$ cat src/rtl/sar_pkg.sv
// Shared types and constants for the successive-approximation search controller.
package sar_pkg;

    localparam int DEFAULT_WIDTH = 4;

    typedef enum logic [1:0] {
        IDLE   = 2'd0,
        PROBE  = 2'd1,
        FINISH = 2'd2
    } state_e;

    // A trustworthy comparator answer has exactly one of Lt/Gt/Eq asserted.
    function automatic logic flags_onehot(input logic lt, input logic gt, input logic eq);
        return (lt & ~gt & ~eq) | (~lt & gt & ~eq) | (~lt & ~gt & eq);
    endfunction

endpackage : sar_pkg

$ cat src/rtl/sar_search_if.sv
// Magnitude-compare bus between the search controller (master) and the comparator/requester side (slave).
interface sar_search_if #(
    parameter int WIDTH = sar_pkg::DEFAULT_WIDTH
);
    logic             start;
    logic             lt;
    logic             gt;
    logic             eq;
    logic [WIDTH-1:0] trial;
    logic             busy;
    logic             done;
    logic [WIDTH-1:0] result;
    logic             found;
    logic             error;

    modport master (
        input  start, lt, gt, eq,
        output trial, busy, done, result, found, error
    );

    modport slave (
        output start, lt, gt, eq,
        input  trial, busy, done, result, found, error
    );

endinterface : sar_search_if

$ cat src/rtl/sar_search.sv
// MSB-first successive-approximation search against an external combinational comparator.
// Optional macro SAR_SEARCH_EARLY_EXIT_EN: finish on the first Eq probe instead of always running WIDTH probes.
module sar_search
    import sar_pkg::*;
#(
    parameter int WIDTH = DEFAULT_WIDTH
) (
    input  logic         clk_i,
    input  logic         rst_ni,
    sar_search_if.master bus
);

    localparam int IDX_W = $clog2(WIDTH);

    state_e           state_q, state_d;
    logic [WIDTH-1:0] trial_q, trial_d;
    logic [WIDTH-1:0] result_q, result_d;
    logic [IDX_W-1:0] idx_q, idx_d;
    logic             found_q, found_d;
    logic             error_q, error_d;

    logic             flags_ok;
    logic [WIDTH-1:0] probe_trial;

    assign flags_ok = flags_onehot(bus.lt, bus.gt, bus.eq);

    // Trial after this probe: decide bit idx from Gt, and raise the next lower bit as the new guess.
    for (genvar gi = 0; gi < WIDTH; gi++) begin : g_probe
        always_comb begin
            probe_trial[gi] = trial_q[gi];
            if (idx_q == IDX_W'(gi)) begin
                probe_trial[gi] = trial_q[gi] & ~bus.gt;
            end else if ((gi < WIDTH - 1) && (idx_q == IDX_W'(gi + 1))) begin
                probe_trial[gi] = 1'b1;
            end
        end
    end

    always_ff @(posedge clk_i or negedge rst_ni) begin
        if (!rst_ni) begin
            state_q  <= IDLE;
            trial_q  <= '0;
            result_q <= '0;
            idx_q    <= IDX_W'(WIDTH - 1);
            found_q  <= 1'b0;
            error_q  <= 1'b0;
        end else begin
            state_q  <= state_d;
            trial_q  <= trial_d;
            result_q <= result_d;
            idx_q    <= idx_d;
            found_q  <= found_d;
            error_q  <= error_d;
        end
    end

    always_comb begin
        state_d  = state_q;
        trial_d  = trial_q;
        result_d = result_q;
        idx_d    = idx_q;
        found_d  = found_q;
        error_d  = error_q;

        unique case (state_q)
            IDLE: begin
                if (bus.start) begin
                    trial_d            = '0;
                    trial_d[WIDTH-1]   = 1'b1;
                    idx_d              = IDX_W'(WIDTH - 1);
                    found_d            = 1'b0;
                    error_d            = 1'b0;
                    state_d            = PROBE;
                end
            end

            PROBE: begin
                if (!flags_ok) begin
                    // A broken comparator answer invalidates the whole search.
                    error_d  = 1'b1;
                    found_d  = 1'b0;
                    result_d = '0;
                    state_d  = FINISH;
                end else begin
`ifdef SAR_SEARCH_EARLY_EXIT_EN
                    if (bus.eq) begin
                        result_d = trial_q;
                        found_d  = 1'b1;
                        state_d  = FINISH;
                    end else
`endif
                    if (idx_q == '0) begin
                        trial_d  = probe_trial;
                        result_d = probe_trial;
                        found_d  = bus.eq;
                        state_d  = FINISH;
                    end else begin
                        trial_d  = probe_trial;
                        idx_d    = idx_q - 1'b1;
                    end
                end
            end

            FINISH: begin
                state_d = IDLE;
            end

            default: begin
                state_d = IDLE;
            end
        endcase
    end

    assign bus.trial  = trial_q;
    assign bus.result = result_q;
    assign bus.found  = found_q;
    assign bus.error  = error_q;
    assign bus.busy   = (state_q == PROBE);
    assign bus.done   = (state_q == FINISH);

endmodule : sar_search

$ cat src/flat_wrapper.sv
// flat-port wrapper written by rule: the top's interface ports become plain ports
module sar_search_flat import sar_pkg::*;
#(
    parameter int WIDTH = DEFAULT_WIDTH
)
  (clk_i, rst_ni, bus_start, bus_lt, bus_gt, bus_eq, bus_trial, bus_busy, bus_done, bus_result, bus_found, bus_error);
  sar_search_if #(.WIDTH(WIDTH)) bus_i ();
  input  logic clk_i;
  input  logic rst_ni;
  input wire logic [$bits(bus_i.start)-1:0] bus_start;
  input wire logic [$bits(bus_i.lt)-1:0] bus_lt;
  input wire logic [$bits(bus_i.gt)-1:0] bus_gt;
  input wire logic [$bits(bus_i.eq)-1:0] bus_eq;
  output wire logic [$bits(bus_i.trial)-1:0] bus_trial;
  output wire logic [$bits(bus_i.busy)-1:0] bus_busy;
  output wire logic [$bits(bus_i.done)-1:0] bus_done;
  output wire logic [$bits(bus_i.result)-1:0] bus_result;
  output wire logic [$bits(bus_i.found)-1:0] bus_found;
  output wire logic [$bits(bus_i.error)-1:0] bus_error;
  assign bus_i.start = bus_start;
  assign bus_i.lt = bus_lt;
  assign bus_i.gt = bus_gt;
  assign bus_i.eq = bus_eq;
  assign bus_trial = bus_i.trial;
  assign bus_busy = bus_i.busy;
  assign bus_done = bus_i.done;
  assign bus_result = bus_i.result;
  assign bus_found = bus_i.found;
  assign bus_error = bus_i.error;
  sar_search #(.WIDTH(WIDTH)) u_core (.clk_i(clk_i), .rst_ni(rst_ni), .bus(bus_i));
endmodule
$ cat config.mk
export PLATFORM = sky130hd
export DESIGN_NAME = sar_search_flat
export DESIGN_NICKNAME = d
export VERILOG_FILES = /design/src/rtl/sar_pkg.sv /design/src/rtl/sar_search_if.sv /design/src/rtl/sar_search.sv /design/src/flat_wrapper.sv
export SDC_FILE = /design/constraint.sdc
export NUM_CORES = 1
export LEC_CHECK = 0
export ABC_CLOCK_PERIOD_IN_PS = 1800
export BUFFER_PORTS_ARGS = -buffer_cell sky130_fd_sc_hd__buf_2
export CAP_MARGIN = 20
export CELL_PAD_IN_SITES_DETAIL_PLACEMENT = 1
export CELL_PAD_IN_SITES_GLOBAL_PLACEMENT = 2
export CORE_ASPECT_RATIO = 0.7
export CORE_MARGIN = 5
export CORE_UTILIZATION = 28
export CTS_CLUSTER_DIAMETER = 60
export DETAILED_ROUTE_END_ITERATION = 10
export PLACE_DENSITY = 0.69
export RECOVER_POWER = 100
export SLEW_MARGIN = 10
export SYNTH_ARGS = -nofsm -noshare
export SYNTH_HDL_FRONTEND = slang
export SYNTH_SLANG_ARGS = --single-unit
$ cat constraint.sdc
create_clock -name clk_i -period 1.8 [get_ports clk_i]
set_clock_uncertainty 0.15 [all_clocks]
set_input_delay 0.36 -clock clk_i [delete_from_list [all_inputs] [get_ports clk_i]]
set_output_delay 0.36 -clock clk_i [all_outputs]
set_load 0.05 [all_outputs]
After elaboration in Yosys (flattened, before gate mapping)

Index checks and enable logic that the tools add are counted.

Register bits after elaboration: 14
Bits of input ports: 6
Output and inout port bits: 12
Word-level logic and storage cells: 68

Add/subtract/negate cells: 1
Equal/unequal tests: 11
Multiplexer cells: 26
Bitwise logic cells: 15
Reduce and logical (&&, ||, !) cells: 9

Operators by type and width:

| cell                                                                     | count |
|---|---|
| 4-bit 2-to-1 mux                                                         | 4 |
| 2-bit 2-to-1 mux                                                         | 6 |
| 1-bit 2-to-1 mux                                                         | 11 |
| 1-bit bitwise AND                                                        | 10 |
| 3-bit AND reduction                                                      | 3 |
| 2-bit inequality test (second input constant)                            | 4 |
| 2-bit case mux with 2 select lines                                       | 2 |
| 4-bit case mux with 2 select lines                                       | 1 |
| 2-bit == test (second input constant)                                    | 3 |
| 2-bit by 1-bit == test with 1-bit output (second input constant)         | 2 |
| 2-bit logical NOT                                                        | 2 |
| 1-bit case mux with 2 select lines                                       | 2 |
| 2-bit AND reduction                                                      | 2 |
| 4-bit AND reduction                                                      | 1 |
| 3-bit inequality test (second input constant)                            | 1 |
| 1-bit inverter                                                           | 3 |
| 2-bit by 1-bit inequality test with 1-bit output (second input constant) | 1 |
| 1-bit OR                                                                 | 2 |
| 2-bit nonzero test                                                       | 1 |
| 2-bit by 1-bit subtractor with 2-bit output (second input constant)      | 1 |

Depth between registers and ports, before layout

Word-level depth: 7
Mapped depth: 6
Gate-level depth less buffers: 6

Worst setup path after synthesis

No wires, ideal clock.

Kind: register to register
Start: register u_core.idx_q[0]
End: register u_core.result_q[3] (netlist: u_core.bus.result[3])
Arrival: 1.762 ns
Data required time: 1.567 ns
Setup slack: -0.195 ns
Cell stages (with the launch flop): 7
Buffers on the path: 0
Cell sequence: dfstp_2 > inv_1 > ha_1 > or4b_2 > o311ai_0 > nand2_1 > o21ai_0

Cells in the longest elaborated chain, start to end: 4

Ends and longest elaborated chain:

| element                | line             | source |
|---|---|---|
| from (decl)            | sar_search.sv:18 | `logic [IDX_W-1:0] idx_q, idx_d;` |
| from (signal assigned) | sar_search.sv:44 | `idx_q <= IDX_W'(WIDTH - 1);` |
| from (signal assigned) | sar_search.sv:51 | `idx_q <= idx_d;` |
| 2-bit == test          | sar_search.sv:31 | `if (idx_q == IDX_W'(gi)) begin` |
| 1-bit 2-to-1 mux       | sar_search.sv:31 |  |
| 4-bit 2-to-1 mux       | sar_search.sv:92 | `if (idx_q == '0) begin` |
| 4-bit 2-to-1 mux       | sar_search.sv:78 | `if (!flags_ok) begin` |
| to (signal assigned)   | sar_search.sv:50 | `result_q <= result_d;` |
| to (decl)              | sar_search.sv:17 | `logic [WIDTH-1:0] result_q, result_d;` |

Several ways; a longest one is shown, not always the timed one. The select of a mux whose other input is x is not followed.
A chain may end at the register's enable or synchronous reset.

Final worst setup path

Start: register u_core.idx_q[0]
End: register u_core.result_q[2] (netlist: u_core.bus.result[2])

Cells in the longest elaborated chain, start to end: 5

Ends and longest elaborated chain:

| element          | line             | source |
|---|---|---|
| 2-bit == test    | sar_search.sv:33 | `end else if ((gi < WIDTH - 1) && (idx_q == IDX_W'(gi + 1))) begin` |
| 1-bit 2-to-1 mux | sar_search.sv:33 |  |
| 1-bit 2-to-1 mux | sar_search.sv:31 |  |
| 4-bit 2-to-1 mux | sar_search.sv:92 |  |
| 4-bit 2-to-1 mux | sar_search.sv:78 |  |

Several ways; a longest one is shown, not always the timed one. The select of a mux whose other input is x is not followed.

==> run_results.csv <==
group,metric,value,unit
sta,maxSlewHeadroom,45.0,%
floorplanning,num_rows,15,
placement,io_buffers,17,
grt,antenna_found_initial,0,
clock_tree,cts-root-buf,"clkbuf_8",
critical_path,cp_max_fo,4,
clock_tree,cts_tree,"built",
clock_tree,postCtsSetupBuffers,0,
grt,grtUsageTotal,13.7,%
floorplanning,pin_count,18,
critical_path,path_buf_inv,1,
floorplanning,die_x,71.9,um
clock_tree,clk_pin_slew,0.06,ns
power_and_ir_drop,power_per_cell_area,1660,mW/mm^2
clock_tree,cts_max_path_buffers,2,
critical_path,crit_type,"reg2reg",
critical_path,worst-path-stages,6,
floorplanning,fp.dieH,53.3,um
routing,routed_wl,2.20,mm
power_and_ir_drop,p_leak,0.477,nW
finish,nNetsFinal,121,
finish,area_delta_synth_final,36.2,%
critical_path,r2r_cells,6,
critical_path,crit_path_cell_trace,"inv_2 > ha_4 > or4b_4 > o311ai_4 > nand2_1 > o21ai_0",
grt,grt_max_degree,15,
critical_path,path_delay_family,"simple AND/OR/NAND/NOR gates",
logic_synthesis,synthArstFlopShare,100,%
floorplanning,die_area,0.00383,mm^2
finish,nFillCells,311,
logic_synthesis,ys_seq_area_share,47.0,%
critical_path,r2r_start,"u_core.idx_q[0]",
routing,drc,0,
placement,post-place-ws,-0.0529,ns
placement,hpwl,1.78,mm
logic_synthesis,yosys_warnings,0,
logic_synthesis,ys.flop_type,"dfrtp_1",
clock_tree,clock_sinks,14,
routing,ant_nets,0,
finish,finalNonFillerCells,143,
grt,grt_pass1_wl,3.87,mm
logic_synthesis,synth-edff-count,0,
placement,placed_cells_incl_taps,139,
finish,seq_area,353,um^2
grt,grt_pass1_vias,764,
critical_path,worstPathRequired,1.81,ns
floorplanning,initial_core_util,29.9,%
critical_path,crit_start,"u_core.idx_q[0]",
sta,period_minus_slack,1.75,ns
finish,design_area,0.00102,mm^2
critical_path,crit_end,"u_core.bus.result[2]",
critical_path,reg2reg_slack,0.05,ns
placement,dpl_cell_area,992,um^2
routing,wl_per_cell,15.4,um
sta,rsz0062_at_grt,"true",
logic_synthesis,synthCells,76,
finish,multi_input_area,377,um^2
sta,tightest_slew,0.825,ns
logic_synthesis,synth_fp_nets,86,
finish,drive_gt1_share,27.5,%
sta,drv_slew,0,
power_and_ir_drop,power,1.70,mW
logic_synthesis,syn_area_per_cell,9.88,um^2
routing,vias,670,
routing,vias_per_cell,4.69,
routing,dr.pass1.iters,4,
clock_tree,clock_latency,0.25,ns
logic_synthesis,synth_cell_types,26,
sta,setup_tns,0,ns
clock_tree,cts_buffers,3,
critical_path,slowest_delay,0.54,ns
grt,gr-total-overflow,0,
sta,setup_viol,0,
logic_synthesis,synth_area,751,um^2
critical_path,critical_path.endpoint_type,"register",
sta,hold_viol_final,0,
finish,n_antenna_cell,0,
critical_path,critical_path_arrival,1.76,ns
critical_path,slowest_stage,"dfstp_2",
logic_synthesis,ys_ff_latch,14,
hold_path,hold_class,"reg2reg",
finish,final_util,40.6,%
sta,fin_crit_sh,97.2,%
power_and_ir_drop,peakVddDrop,0.659,mV
sta,whs,0.318,ns
clock_tree,h-tree-depth,1,
sta,fmax,572,MHz
critical_path,cp-start-kind,"register",
run_status,status,"complete, no violations",
critical_path,rr_endpoint,"u_core.bus.result[2]",
routing,drt_iter0_drc,25,
flow_run,maxCapViolations,0,
sta,fin_ws,0.0503,ns
floorplanning,coreArea,0.00251,mm^2
placement,place_congestion,0.735,
## timing repair
action                     in CTS  in global routing
setup endpoints to repair       4                  5
pin swaps                       1                  3
hold buffers                    1                  0
hold endpoints to repair       12                  0
cloned                          0                  0
resized for setup               1                  6
## Yosys cell counts, drive strengths merged (2+ instances only)
master	n	area (um^2)
o21ai	8	40.0
ha	4	50.1
nand3	2	10.0
dfstp	2	52.6
mux2i	3	30.0
inv	8	30.0
nor2	3	11.3
nand2	16	60.1
dfrtp	12	300
nand2b	2	12.5
## registers in the layout, summed over array words and instances, names as in the netlist
signal and cells:
u_core.bus.trial 4, u_core.state_q 2, u_core.bus.result 4, u_core.bus.error 1, u_core.idx_q 2, u_core.bus.found 1
## final cells by class
type	count	area share (%)
clock buffers	3	4.04
flip-flops and latches	14	34.5
multi-input cells	53	36.8
well taps	34	4.16
inverters	8	2.94
repair buffers	31	17.5
## cells by family after synthesis
family,after synthesis,synth area share (%)
AO/OA/AOI/OAI,18,18.8
XOR/XNOR,1,1.17
adder cells (fa/ha/maj),4,6.67
buffers and inverters,9,5.00
flip-flops,14,47.0
multiplexers,4,5.50
AND/OR/NAND/NOR,26,15.8
## metal layers
layer  track usage [%]  vias up  part of all wire [%]
met3              5.12        0                   5.8
met4              2.81        0                     0
li1                  -      330                     -
met1              16.4      326                    47
met2              23.5       14                    47
met5                 0        -                     0
## layout by cell type (no fill, tap or decap)
| cell | n |
|---|---|
| o41ai_1 | 1 |
| nand2b_1 | 2 |
| a32oi_1 | 1 |
| mux2_1 | 1 |
| a22oi_1 | 1 |
| inv_1 | 6 |
| clkbuf_1 | 11 |
| buf_4 | 13 |
| o21ai_1 | 2 |
| o311ai_4 | 1 |
| clkbuf_2 | 3 |
| a21oi_1 | 1 |
| dfstp_2 | 2 |
| nand2_1 | 16 |
| ha_4 | 1 |
| ha_1 | 3 |
| nor2b_1 | 1 |
| o21a_2 | 1 |
| dfrtp_1 | 12 |
| nand3_1 | 2 |
| or4b_4 | 1 |
| a221oi_1 | 1 |
| inv_2 | 2 |
| mux2i_1 | 3 |
| dlygate4sd3_1 | 1 |
| o21ai_0 | 6 |
| o22a_1 | 1 |
| o221ai_1 | 1 |
| xnor2_1 | 1 |
| or3b_1 | 1 |
| a32o_1 | 1 |
| buf_2 | 3 |
| clkbuf_8 | 3 |
| nor2_1 | 3 |
## worst min-delay path by stage
stage | from | end | slack (ns) | cells after the start
final | u_core.state_q[1] | u_core.state_q[0] | 0.32 | 1
after global routing | bus_start | u_core.state_q[0] | 0.32 | 3
after CTS | bus_eq | u_core.bus.found | 0.27 | 2
after detailed placement | rst_ni | u_core.bus.trial[3] | 0.14 | 1
after global placement | rst_ni | u_core.bus.result[0] | 0.13 | 1
after floorplan | rst_ni | u_core.bus.error | -0.09 | 0
## power by group
| part | internal [mW] | total, mW | switching (mW) |
|---|---|---|---|
| sequential | 0.424 | 0.505 | 0.0808 |
| combinational | 0.301 | 0.925 | 0.623 |
| clock | 0.148 | 0.268 | 0.120 |
No activity file was read; power rests on OpenSTA's default activity.
